$ cat src/rtl/ifu_fetchq.sv
// Instruction fetch unit: sequential PC generation, single-outstanding bus
// handshake, QDEPTH-entry {pc, instr} queue toward decode, redirect flush.
module ifu_fetchq #(
  parameter int              XLEN     = 64,
  parameter int              ILEN     = 32,
  parameter logic [XLEN-1:0] RESET_PC = 'h8000_0000,
  parameter int              QDEPTH   = 4
) (
  input  logic                      clk,
  input  logic                      rst,
  input  logic                      ifu_valid,
  output logic                      ireq_valid,
  output logic [XLEN-1:0]           ireq_addr,
  input  logic                      iresp_data_ok,
  input  logic [ILEN-1:0]           iresp_data,
  input  logic                      redirect_valid,
  input  logic [XLEN-1:0]           pc_target,
  output logic                      out_valid,
  input  logic                      out_ready,
  output logic [XLEN-1:0]           out_pc,
  output logic [ILEN-1:0]           out_instr,
  output logic [$clog2(QDEPTH):0]   out_count
);

  localparam int PTRW = $clog2(QDEPTH);
  localparam int CNTW = PTRW + 1;

  typedef enum logic [1:0] {IDLE, BUSY, DROP} state_e;

  state_e          state_q;
  logic [XLEN-1:0] fetchPc_q;
  logic [XLEN-1:0] dropAddr_q;

  logic [XLEN-1:0] memPc_q    [QDEPTH];
  logic [ILEN-1:0] memInstr_q [QDEPTH];
  logic [PTRW-1:0] rdPtr_q, rdPtr_d;
  logic [PTRW-1:0] wrPtr_q, wrPtr_d;
  logic [CNTW-1:0] count_q, count_d;

  logic issue;
  logic push;
  logic pop;

  assign issue      = (state_q == IDLE) & ifu_valid & ~redirect_valid &
                      (count_q < CNTW'(QDEPTH));
  assign ireq_valid = issue | (state_q == BUSY) | (state_q == DROP);
  assign ireq_addr  = (state_q == DROP) ? dropAddr_q : fetchPc_q;

  // A response accepted in IDLE only counts if we actually issued this cycle.
  assign push = iresp_data_ok & ~redirect_valid &
                ((state_q == BUSY) | ((state_q == IDLE) & issue));

  assign out_valid = (count_q != '0) & ~redirect_valid;
  assign pop       = out_valid & out_ready;
  assign out_pc    = memPc_q[rdPtr_q];
  assign out_instr = memInstr_q[rdPtr_q];
  assign out_count = count_q;

  always_ff @(posedge clk or posedge rst) begin
    if (rst) begin
      state_q    <= IDLE;
      fetchPc_q  <= RESET_PC;
      dropAddr_q <= '0;
    end else begin
      case (state_q)
        IDLE: begin
          if (redirect_valid) begin
            fetchPc_q <= pc_target;
          end else if (issue) begin
            if (iresp_data_ok) fetchPc_q <= fetchPc_q + XLEN'(4);
            else               state_q   <= BUSY;
          end
        end
        BUSY: begin
          if (iresp_data_ok) begin
            state_q   <= IDLE;
            fetchPc_q <= redirect_valid ? pc_target : fetchPc_q + XLEN'(4);
          end else if (redirect_valid) begin
            // The bus still owns the old address until its response arrives.
            dropAddr_q <= fetchPc_q;
            fetchPc_q  <= pc_target;
            state_q    <= DROP;
          end
        end
        DROP: begin
          if (redirect_valid) fetchPc_q <= pc_target;
          if (iresp_data_ok)  state_q   <= IDLE;
        end
        default: state_q <= IDLE;
      endcase
    end
  end

  always_comb begin
    rdPtr_d = rdPtr_q;
    wrPtr_d = wrPtr_q;
    count_d = count_q;
    if (redirect_valid) begin
      rdPtr_d = '0;
      wrPtr_d = '0;
      count_d = '0;
    end else begin
      if (push) wrPtr_d = wrPtr_q + 1'b1;
      if (pop)  rdPtr_d = rdPtr_q + 1'b1;
      if (push && !pop)      count_d = count_q + 1'b1;
      else if (pop && !push) count_d = count_q - 1'b1;
    end
  end

  always_ff @(posedge clk or posedge rst) begin
    if (rst) begin
      rdPtr_q <= '0;
      wrPtr_q <= '0;
      count_q <= '0;
      for (int i = 0; i < QDEPTH; i++) begin
        memPc_q[i]    <= '0;
        memInstr_q[i] <= '0;
      end
    end else begin
      rdPtr_q <= rdPtr_d;
      wrPtr_q <= wrPtr_d;
      count_q <= count_d;
      if (push) begin
        memPc_q[wrPtr_q]    <= fetchPc_q;
        memInstr_q[wrPtr_q] <= iresp_data;
      end
    end
  end

endmodule

$ cat config.mk
export PLATFORM = sky130hd
export DESIGN_NAME = ifu_fetchq
export DESIGN_NICKNAME = d
export VERILOG_FILES = /design/src/rtl/ifu_fetchq.sv
export SDC_FILE = /design/constraint.sdc
export NUM_CORES = 1
export LEC_CHECK = 0
export ABC_CLOCK_PERIOD_IN_PS = 37500
export CORE_MARGIN = 8
export CORE_UTILIZATION = 60
export CTS_CLUSTER_DIAMETER = 50
export DETAILED_ROUTE_END_ITERATION = 6
export PLACE_DENSITY = 0.84
export SETUP_SLACK_MARGIN = 0.05
export SLEW_MARGIN = 20
export SYNTH_ARGS = -nofsm -noshare
export SYNTH_HDL_FRONTEND = slang
export SYNTH_SLANG_ARGS = --single-unit
$ cat constraint.sdc
create_clock -name clk -period 37.5 [get_ports clk]
set_input_delay 11.25 -clock clk [delete_from_list [all_inputs] [get_ports clk]]
set_output_delay 11.25 -clock clk [all_outputs]
set_load 0.03 [all_outputs]
---- Word-level counts from Yosys, hierarchy flattened ----
Cells that the tools add are included.
storage, ports and cells
  register bits ........................... 521
  bits in latches ......................... 0
  RAM bits ................................ 0
  bits in read-only memories .............. 0
  logic and storage cells ................. 95
  memories ................................ 0
cells by class
  add/sub/neg operators ................... 5
  multipliers ............................. 0
  divide/modulo/power cells ............... 0
  order comparisons ....................... 4
  equal/unequal tests ..................... 9
  shift-type cells ........................ 0
  mux-type cells .......................... 34
  bitwise logic cells ..................... 15
  reduce and logical (&&, ||, !) cells .... 14
operators by type and width
  kind                   count
  $mux 64                10
  $bwmux 256             1
  $pmux 64 s3            1
  $bmux 64 s2            1
  $bwmux 128             1
  $demux 64 s2           1
  $mux 32                3
  $add 64x3->64 const B  1
  $bmux 32 s2            1
  $demux 32 s2           1
  $mux 2                 10
  $mux 3                 3
  $ne 3x3->1 const B     3
  $reduce_bool 3->1      3
  $and 1x1->1            8
  $ne 2x2->1 const B     4
  $ge 3x3->1 const B     2
  $not 2->3              2
  $pmux 2 s3             1
  $reduce_and 3->1       2
  $reduce_and 5->1       1
  $add 2x1->2 const B    2
  $reduce_bool 2->1      2
  $add 3x1->3 const B    1
  other kinds (10)       16

---- Depth between registers and ports, before layout ----
Gate-level depths: netlist (run 1).
  depth after elaboration ................. 12
  mapped depth ............................ 10

---- Worst setup path before layout (run 1) ----
Ideal clock, no wire load.
  kind .................................... input port to output port
  start point ............................. in redirect_valid
  end point ............................... out out_valid
  data arrival time ....................... 12.385 ns
  required time ........................... 26.250 ns
  path slack .............................. 13.865 ns
  cell stages on the path ................. 5
  cell sequence ........................... buf_6 clkbuf_1 clkbuf_1 buf_1 nor2_1
between the ends
  longest elaborated chain between the ends .. 2
ends and longest elaborated chain
  element      RTL line  RTL
  from (decl)  16        input logic redirect_valid,
  $not 1->1    53        assign out_valid = (count_q != '0) & ~redirect_valid;
  $and 1x1->1  53
  to (decl)    18        output logic out_valid,
Every way passes these cells.

---- Final worst setup path (run 1) ----
  start point ............................. in redirect_valid
  end point ............................... out ireq_valid
between the ends
  longest elaborated chain between the ends .. 5
ends and longest elaborated chain
  element                    RTL line  RTL
  $not 1->1                  44        assign issue = (state_q == IDLE) & ifu_valid & ~redirect_valid &
  $and 1x1->1 (2 in series)  44
  $or 1x1->1 (2 in series)   46        assign ireq_valid = issue | (state_q == BUSY) | (state_q == DROP);
  to (decl)                  12        output logic ireq_valid,
Every way passes these cells.

==> results.toml, run 1 <==
[drt]
wl_met3_mm = 4.62
met2_length_mm = 31.8
route.detailed.drc = 0
topRoutingLayerUsed = "met5"
postRouteAntennaNets = 0
dr.pass1.iters = 6
drt_iter0_drc = 1567
drt-met1-wl_mm = 26.7
vias_per_cell = 6.47
via_count = 16800
totalWireLength_mm = 65.8
post_drt_wl_per_cell_microns = 25.3

[cells_and_area]
fillers = 2609
drive_above_1_share = 0.353
stdcell_area_sq_mm = 0.0295
areaGrowthSynthToFinish_pct = 19.6
instances_no_fill = 2596
final_core_utilization = 0.725
nets = 2131

[setup_path]
cp.arrival_ps = 13160
critPathMaxFanout = 59
critPathCaptureType = "primary output"
slowest_delay_ps = 720
worstReg2RegStart = "state_q[0]"
path_class = "primary input to primary output"
regToRegSetupSlack_ps = 33470
worstPathCellList = "buf_2, buf_4, nor4bb_1, nand2b_1, clkdlybuf4s50_1"
crit_family = "buffers and inverters"
r2r_end = "memPc_q[184]"
rr_worst_depth = 8
worstSetupStartpoint = "redirect_valid"
cp-start-kind = "primary input"
critPathSlowestCell = "clkdlybuf4s50_1"
path_buf_inv = 3
required_ps = 26250

[yosys]
synth-seq-cells = 521
syn_nets = 1947
syn_avg_cell_area_sq_um = 13.4
synth.top_cell.area_share = 0.527
yosys.area.top_type = "dfrtp_1"
yosys_warnings = 0
synth_common_cells = "dfrtp_1 (520), mux2_2 (496), clkbuf_1 (122)"
ys_seq_area_frac = 0.528
synthDistinctLibCells = 72
synthFlopType = "dfrtp_1"
synthTopCellsByArea = "dfrtp_1 (53%), mux2_2 (23%), mux4_2 (8.8%)"
synth-edff-count = 0
netlist_instances = 1835
netlist_area_sq_mm = 0.0247
async_flop_share = 1.00
synth.most_common_cell = "dfrtp_1"

[floorplanning]
die_area_sq_mm = 0.0479
pin_count = 267
core_sq_mm = 0.0407
start_util = 0.606
die_w_microns = 219
die_h_microns = 219
num_rows = 74

[cts]
cts.reportedPaths.clkPinSlew_ps = 60
holdBufCountCts = 0
cts.sinks = 521
cts_tree = "done"
post-cts-setup-buffers = 0
cts.path.max_buffers = 3
h-tree-depth = 2
clock_latency_ps = 600
cts_resized = 0
cts_inserted_buffers = 55
root_buffer = "clkbuf_16"

[pwr]
irDropWorstVdd_uv = 62.9
report.power.total_mw = 2.64
p_per_area_mw_per_mm2 = 89.6
p_leak_nw = 13.1

[placement]
gp_congestion = 0.930
hpwl_mm = 42.1
io_buffers = 266
placed_cell_area_sq_mm = 0.0276
placed_cells = 2493

[global_routing]
grt_pass1_vias = 18000
grt_pass1_wl_mm = 103
antenna_found_initial = 7
track_usage = 0.274
gr-total-overflow = 0
grt_max_degree = 200

[hold_path]
hp-class = "flip-flop to flip-flop"
holdPathStages = 2
hp-start = "memPc_q[46]"
min_to = "memPc_q[46]"

[timing]
max_slew_margin = 0.258
max_freq_ghz = 0.0410
finalSetupTns_ps = 0
drv_slew = 0
fin_worst_skew_ps = 19.1
tightest_slew_ps = 1110
hold_viol_final = 0
grt_setup_unrepaired = "no"
fin_crit_sh = 0.651
period_needed_ps = 24410
finalSetupViolCount = 0

[status]
status = "finished clean"

[flow_run]
cap_viol_max_count = 0
[worst reg2reg max path: stages (launching register included)]
cell	delay [ps]
dfrtp_1	400
inv_1	100
ha_1	240
nor4bb_1	170
o21ai_1	630
nor2_1	360
nand2_4	740
buf_4	780
mux2_2	470
[how the worst max path moves through the flow]
stage,endpoint,slack (ps),depth (start not counted)
after global placement,ireq_valid,13160,5
after CTS,ireq_valid,13160,5
after floorplan,asynchronous set/reset pin,11700,1
after global routing,ireq_valid,13050,5
after detailed placement,ireq_valid,13190,5
final,ireq_valid,13090,5
[metal layers]
metal / up-vias / GRT usage
met3: 185 / 0.0530
met2: 715 / 0.444
met1: 8712 / 0.358
met5: - / 0
met4: 4 / 0.121
li1: 7175 / -
[report_power, final]
part / total (mW) / internal (mW) / switching (mW)
Combinational: 1.14 / 0.537 / 0.602
Sequential: 0.935 / 0.753 / 0.181
Clock: 0.569 / 0.348 / 0.221
Total: 2.64 / 1.64 / 1.01
[placed cells by master (no fill, tap or decap), types with 37 or more instances in the layout]
cell | netlist | routed
o21ai_0 | 71 | 71
nand3_1 | 37 | 37
nor2_1 | 52 | 51
mux2_2 | 496 | 496
clkbuf_16 | 0 | 55
a21oi_1 | 43 | 43
clkdlybuf4s50_1 | 0 | 265
nand2_1 | 92 | 87
dfrtp_1 | 520 | 518
mux4_2 | 96 | 96
[state kept, by name, indices dropped and copies added, names as in the netlist, named ones only]
signal,flops
memPc_q,256
memInstr_q,128
dropAddr_q,64
fetchPc_q,62
out_count,3
rdPtr_q,2
state_q,2
wrPtr_q,2
[per-stage QoR]
stage | hold slack [ps] | worst slack (ps)
floorplan | 445 | 11700
global placement | 457 | 13160
detailed placement | 466 | 13190
CTS | 479 | 13160
global route | 500 | 13050
finish | 476 | 13090
[cell type report]
type	count	area, sq um	share of cell area
Antenna cell	5	12.5	0.000424
Clock buffer	82	1600	0.0541
Clock inverter	15	294	0.00996
Sequential cell	521	13000	0.442
Timing Repair Buffer	291	2880	0.0975
Inverter	13	56.3	0.00191
Multi-Input combinational cell	1137	11000	0.372
Tap cell	532	666	0.0226
[kinds of logic after synthesis]
| family | after synthesis | synth area share |
|---|---|---|
| muxes | 594 | 0.315 |
| DFF | 521 | 0.528 |
| adders and majority gates | 10 | 0.00537 |
| buffers and inverters | 177 | 0.0296 |
| AOI/OAI and AO/OA | 207 | 0.0528 |
| xor gates and xnor gates | 17 | 0.00603 |
| and+or+nand+nor | 309 | 0.0630 |
Power figures use the tool's default switching activity.
==> inputs of run 2 (changes only) <==
--- a/config.mk
+++ b/config.mk
@@ -5,12 +5,12 @@
 export SDC_FILE = /design/constraint.sdc
 export NUM_CORES = 1
 export LEC_CHECK = 0
-export ABC_CLOCK_PERIOD_IN_PS = 37500
+export ABC_CLOCK_PERIOD_IN_PS = 25100
 export CORE_MARGIN = 8
-export CORE_UTILIZATION = 60
+export CORE_UTILIZATION = 57
 export CTS_CLUSTER_DIAMETER = 50
 export DETAILED_ROUTE_END_ITERATION = 6
-export PLACE_DENSITY = 0.84
+export PLACE_DENSITY = 0.8
 export SETUP_SLACK_MARGIN = 0.05
 export SLEW_MARGIN = 20
 export SYNTH_ARGS = -nofsm -noshare
==> constraint.sdc (replaced) <==
create_clock -name clk -period 25.1 [get_ports clk]
set_input_delay 7.53 -clock clk [delete_from_list [all_inputs] [get_ports clk]]
set_output_delay 7.53 -clock clk [all_outputs]
set_load 0.03 [all_outputs]
==> run 2 against run 1 <==
Global-route usage down 1.4 points. Largest cell class unchanged. Final cell count up 2.1%. Via count down 1.4%. Sequential share of layout area about the same. Die area up 4.9%. Power up 48%. Combinational power up 49%. Setup slack worse by 4700 ps. Critical path depth unchanged. Critical path type unchanged.
==> results.toml, run 2 (synthesis results as in run 1) <==
[global_routing]
grtUsageMet2 = 0.418
grt_pass1_wl_mm = 103
track_usage = 0.259
top_usage_layer = "met2"
grt_max_degree = 180
gr-total-overflow = 0
grt_pass1_vias = 17600
grt_util_met1 = 0.343
grt_util_met3 = 0.0484
antenna_found_initial = 5

[drt]
postRouteAntennaNets = 0
via_count = 16600
totalWireLength_mm = 65.1
post_drt_wl_per_cell_microns = 24.6
vias_per_cell = 6.25
dr.pass1.iters = 6
route.detailed.drc = 0
drt_iter0_drc = 1412

[floorplanning]
start_util = 0.575
core_sq_mm = 0.0429
num_rows = 76
die_area_sq_mm = 0.0502
die_w_microns = 224
die_h_microns = 224
pin_count = 267

[pwr]
p_per_area_mw_per_mm2 = 133
irDropWorstVdd_uv = 97.0
p_leak_nw = 13.0

[cts]
h-tree-depth = 2
clock_latency_ps = 610
cts.reportedPaths.clkPinSlew_ps = 60
post-cts-setup-buffers = 0
cts_resized = 0
root_buffer = "clkbuf_16"
cts_tree = "done"
cts.sinks = 521
cts_inserted_buffers = 57
holdBufCountCts = 0
cts.path.max_buffers = 3

[setup_path]
cp-start-kind = "primary input"
slowest_delay_ps = 660
regToRegSetupSlack_ps = 21160
cp.arrival_ps = 9220
worstReg2RegStart = "state_q[1]"
worstPathCellList = "buf_2, buf_4, nor4bb_1, nand2b_1, clkdlybuf4s50_1"
endpoint = "ireq_valid"
critPathCaptureType = "primary output"
path_class = "primary input to primary output"
required_ps = 17570
critPathMaxFanout = 59
rr_worst_depth = 8
crit_family = "buffers and inverters"
crit_cells = 5
path_buf_inv = 3
r2r_end = "memPc_q[108]"
worstSetupStartpoint = "redirect_valid"
critPathSlowestCell = "clkdlybuf4s50_1"

[timing]
drv_slew = 0
period_needed_ps = 16750
fin_crit_sh = 0.667
finalSetupTns_ps = 0
finalSetupViolCount = 0
tightest_slew_ps = 1140
max_slew_margin = 0.241
hold_viol_final = 0
max_freq_ghz = 0.0597
grt_setup_unrepaired = "no"
fin_worst_skew_ps = 8.57

[placement]
placed_cell_area_sq_mm = 0.0276
hpwl_mm = 41.4
io_buffers = 266
gp_congestion = 0.920

[flow_run]
cap_viol_max_count = 0

[cells_and_area]
areaGrowthSynthToFinish_pct = 19.7
top_regs = "memPc_q (256), memInstr_q (128), dropAddr_q (64)"
nets = 2131
stdcell_area_sq_mm = 0.0295
largest_register_ffs = 256
final_core_utilization = 0.689
layout_common_cells = "dfrtp_1 (518), mux2_2 (496), clkdlybuf4s50_1 (265), mux4_2 (96), nand2_1 (87)"
top_register = "memPc_q"
drive_above_1_share = 0.356
fillers = 2923
layout_commonest_cell = "dfrtp_1"
layout.area.seq_sq_mm = 0.0130
multiInputGateArea_sq_mm = 0.0110

[status]
status = "finished clean"

[hold_path]
hp-class = "flip-flop to flip-flop"
## run 2: metal layers
metal / vias to the layer above / wire, microns
met5: - / 32
met4: 6 / 2520
met3: 170 / 4190
met2: 622 / 31400
met1: 8587 / 26900
li1: 7174 / -
## run 2: final cells by class
class | instances | share of cell area
sequential | 521 | 0.442
multi-input combinational | 1137 | 0.371
timing repair buffer | 289 | 0.0967
clock buffer | 78 | 0.0540
tap | 585 | 0.0248
clock inverter | 25 | 0.00923
inverter | 13 | 0.00191
antenna | 3 | 0.000254
## run 2: worst min-delay path: cells and delay by family (launching register included)
| family | cells | cell delay (ps) |
|---|---|---|
| AO/OA/AOI/OAI | 1 | 60 |
| flip-flops | 1 | 340 |
| AND/OR/NAND/NOR | 1 | 50 |
## run 2: how the worst min path moves through the flow
stage	slack (ps)	cells after the start	end	from
after floorplan	440	2	memPc_q[110]	memPc_q[110]
after global placement	460	2	memPc_q[84]	memPc_q[84]
after detailed placement	470	2	memPc_q[155]	memPc_q[155]
after CTS	480	2	memPc_q[155]	memPc_q[155]
after global routing	510	1	memPc_q[62]	memPc_q[62]
final	480	2	memPc_q[148]	memPc_q[148]
## run 2: through the flow
stage	std cells	worst slack, ps	total power [mW]	hold slack, ps
after floorplan	1835	3020	2.47	445
final	2651	8350	3.92	480
after detailed placement	2544	8350	3.10	470
after global routing	2649	8240	4.10	509
after CTS	2647	8340	3.94	483
after global placement	2544	8410	3.04	456
## run 2: power by group
part | switching [mW] | total (mW) | internal, mW
logic | 0.894 | 1.70 | 0.803
registers | 0.268 | 1.39 | 1.13
clock network | 0.347 | 0.826 | 0.480
==> inputs of run 3 (changes only) <==
--- a/config.mk
+++ b/config.mk
@@ -5,7 +5,7 @@
 export SDC_FILE = /design/constraint.sdc
 export NUM_CORES = 1
 export LEC_CHECK = 0
-export ABC_CLOCK_PERIOD_IN_PS = 25100
+export ABC_CLOCK_PERIOD_IN_PS = 15700
 export CORE_MARGIN = 8
 export CORE_UTILIZATION = 57
 export CTS_CLUSTER_DIAMETER = 50
==> constraint.sdc (replaced) <==
create_clock -name clk -period 15.7 [get_ports clk]
set_input_delay 4.71 -clock clk [delete_from_list [all_inputs] [get_ports clk]]
set_output_delay 4.71 -clock clk [all_outputs]
set_load 0.03 [all_outputs]
==> run 3 against run 2 <==
Final cell count grew 0.34%. Routed wire length grew 0.62%. Setup slack lost 3800 ps. Largest cell class unchanged.
==> results.toml, run 3 (synthesis results as in run 1) <==
[cts]
cts_inserted_buffers = 57
h-tree-depth = 2
cts_tree = "done"
cts.reportedPaths.clkPinSlew_ps = 60
cts_resized = 0
cts.sinks = 521
holdBufCountCts = 0
post-cts-setup-buffers = 0
root_buffer = "clkbuf_16"
cts.path.max_buffers = 3
clock_latency_ps = 610

[cells_and_area]
largest_register_ffs = 256
areaGrowthSynthToFinish_pct = 20.6
layout_common_cells = "dfrtp_1 (518), mux2_2 (496), clkdlybuf4s50_1 (265), mux4_2 (96), nand2_1 (87)"
layout_commonest_cell = "dfrtp_1"
top_regs = "memPc_q (256), memInstr_q (128), dropAddr_q (64)"
top_register = "memPc_q"
drive_above_1_share = 0.361
nets = 2136
instances_no_fill = 2660

[drt]
drt_iter0_drc = 1445
post_drt_wl_per_cell_microns = 24.6
dr.pass1.iters = 7
vias_per_cell = 6.25
via_count = 16600
route.detailed.drc = 0
totalWireLength_mm = 65.5
postRouteAntennaNets = 0

[global_routing]
gr-total-overflow = 0
antenna_found_initial = 3
track_usage = 0.262
grt_pass1_wl_mm = 103
grt_pass1_vias = 17600
grt_max_degree = 85

[timing]
hold_viol_final = 0
grt_setup_unrepaired = "no"
period_needed_ps = 11160
drv_slew = 0
finalWorstSetupSlack_ps = 4540
fin_crit_sh = 0.711
max_slew_margin = 0.203
whs_ps = 481
max_freq_ghz = 0.0896
fin_worst_skew_ps = 17.8
finalSetupViolCount = 0
finalSetupTns_ps = 0
tightest_slew_ps = 1180

[floorplanning]
core_sq_mm = 0.0429
die_w_microns = 224
num_rows = 76
die_area_sq_mm = 0.0502
pin_count = 267
die_h_microns = 224
start_util = 0.575

[setup_path]
cp.arrival_ps = 6450
path_class = "primary input to primary output"
critPathMaxFanout = 59
critPathCaptureType = "primary output"
required_ps = 10990
cp-start-kind = "primary input"

[hold_path]
hp-class = "flip-flop to flip-flop"

[placement]
gp_congestion = 0.928
hpwl_mm = 42.3
dpl_worst_slack_ps = 4540
placed_cells = 2549
io_buffers = 266

[pwr]
irDropWorstVdd_uv = 145
p_leak_nw = 13.2
p_per_area_mw_per_mm2 = 214
report.power.total_mw = 6.37

[status]
status = "finished clean"

[flow_run]
cap_viol_max_count = 0
[run 3: layout make-up]
cell class,count,area [sq um]
fillers,2917,13100
flip-flops and latches,521,13000
multi-input cells,1137,11000
repair buffers,294,2890
clock buffers,84,1740
well taps,585,732
clock inverters,22,318
inverters,13,52.6
diodes,4,10.0
[run 3: worst max-delay path: stages]
cell and delay [ps]:
buf_2 100, buf_4 310, nor4bb_1 490, nand2b_1 170
clkdlybuf4s50_1 670
[run 3: power breakdown]
group	leakage [nW]	internal (mW)	switching [mW]
clock network	1.02	0.884	0.547
logic	5.29	1.28	1.43
registers	6.85	1.80	0.431
[run 3: path summary, 6_finish.rpt]
path                           startpoint      endpoint  slack [ps]  cells past startpoint
max                        redirect_valid    ireq_valid        4540                      5
min                           memPc_q[27]   memPc_q[27]         480                      2
max reg2reg                    state_q[1]  memPc_q[179]       11690                      8
min reg2reg                   memPc_q[27]   memPc_q[27]         480                      2
max in group asynchronous             rst  memPc_q[126]        8690                      5
min in group asynchronous             rst  memPc_q[140]        4440                      2
[run 3: per-stage QoR]
| step | instance area, sq um | util |
|---|---|---|
| 4_1_cts | 29700 | 0.693 |
| 3_5_place_dp | 27700 | 0.645 |
| 6_report | 29800 | 0.694 |
| 3_3_place_gp | 27700 | 0.645 |
| 5_1_grt | 29800 | 0.694 |
| 2_1_floorplan | 24700 | - |
[run 3: routing by layer]
metal | GRT usage | share of wire | routed length, microns
met5 | 0 | 0 | 0
met4 | 0.0988 | 0.033 | 2160
met3 | 0.0422 | 0.066 | 4320
met2 | 0.429 | 0.49 | 31900
met1 | 0.351 | 0.41 | 27100
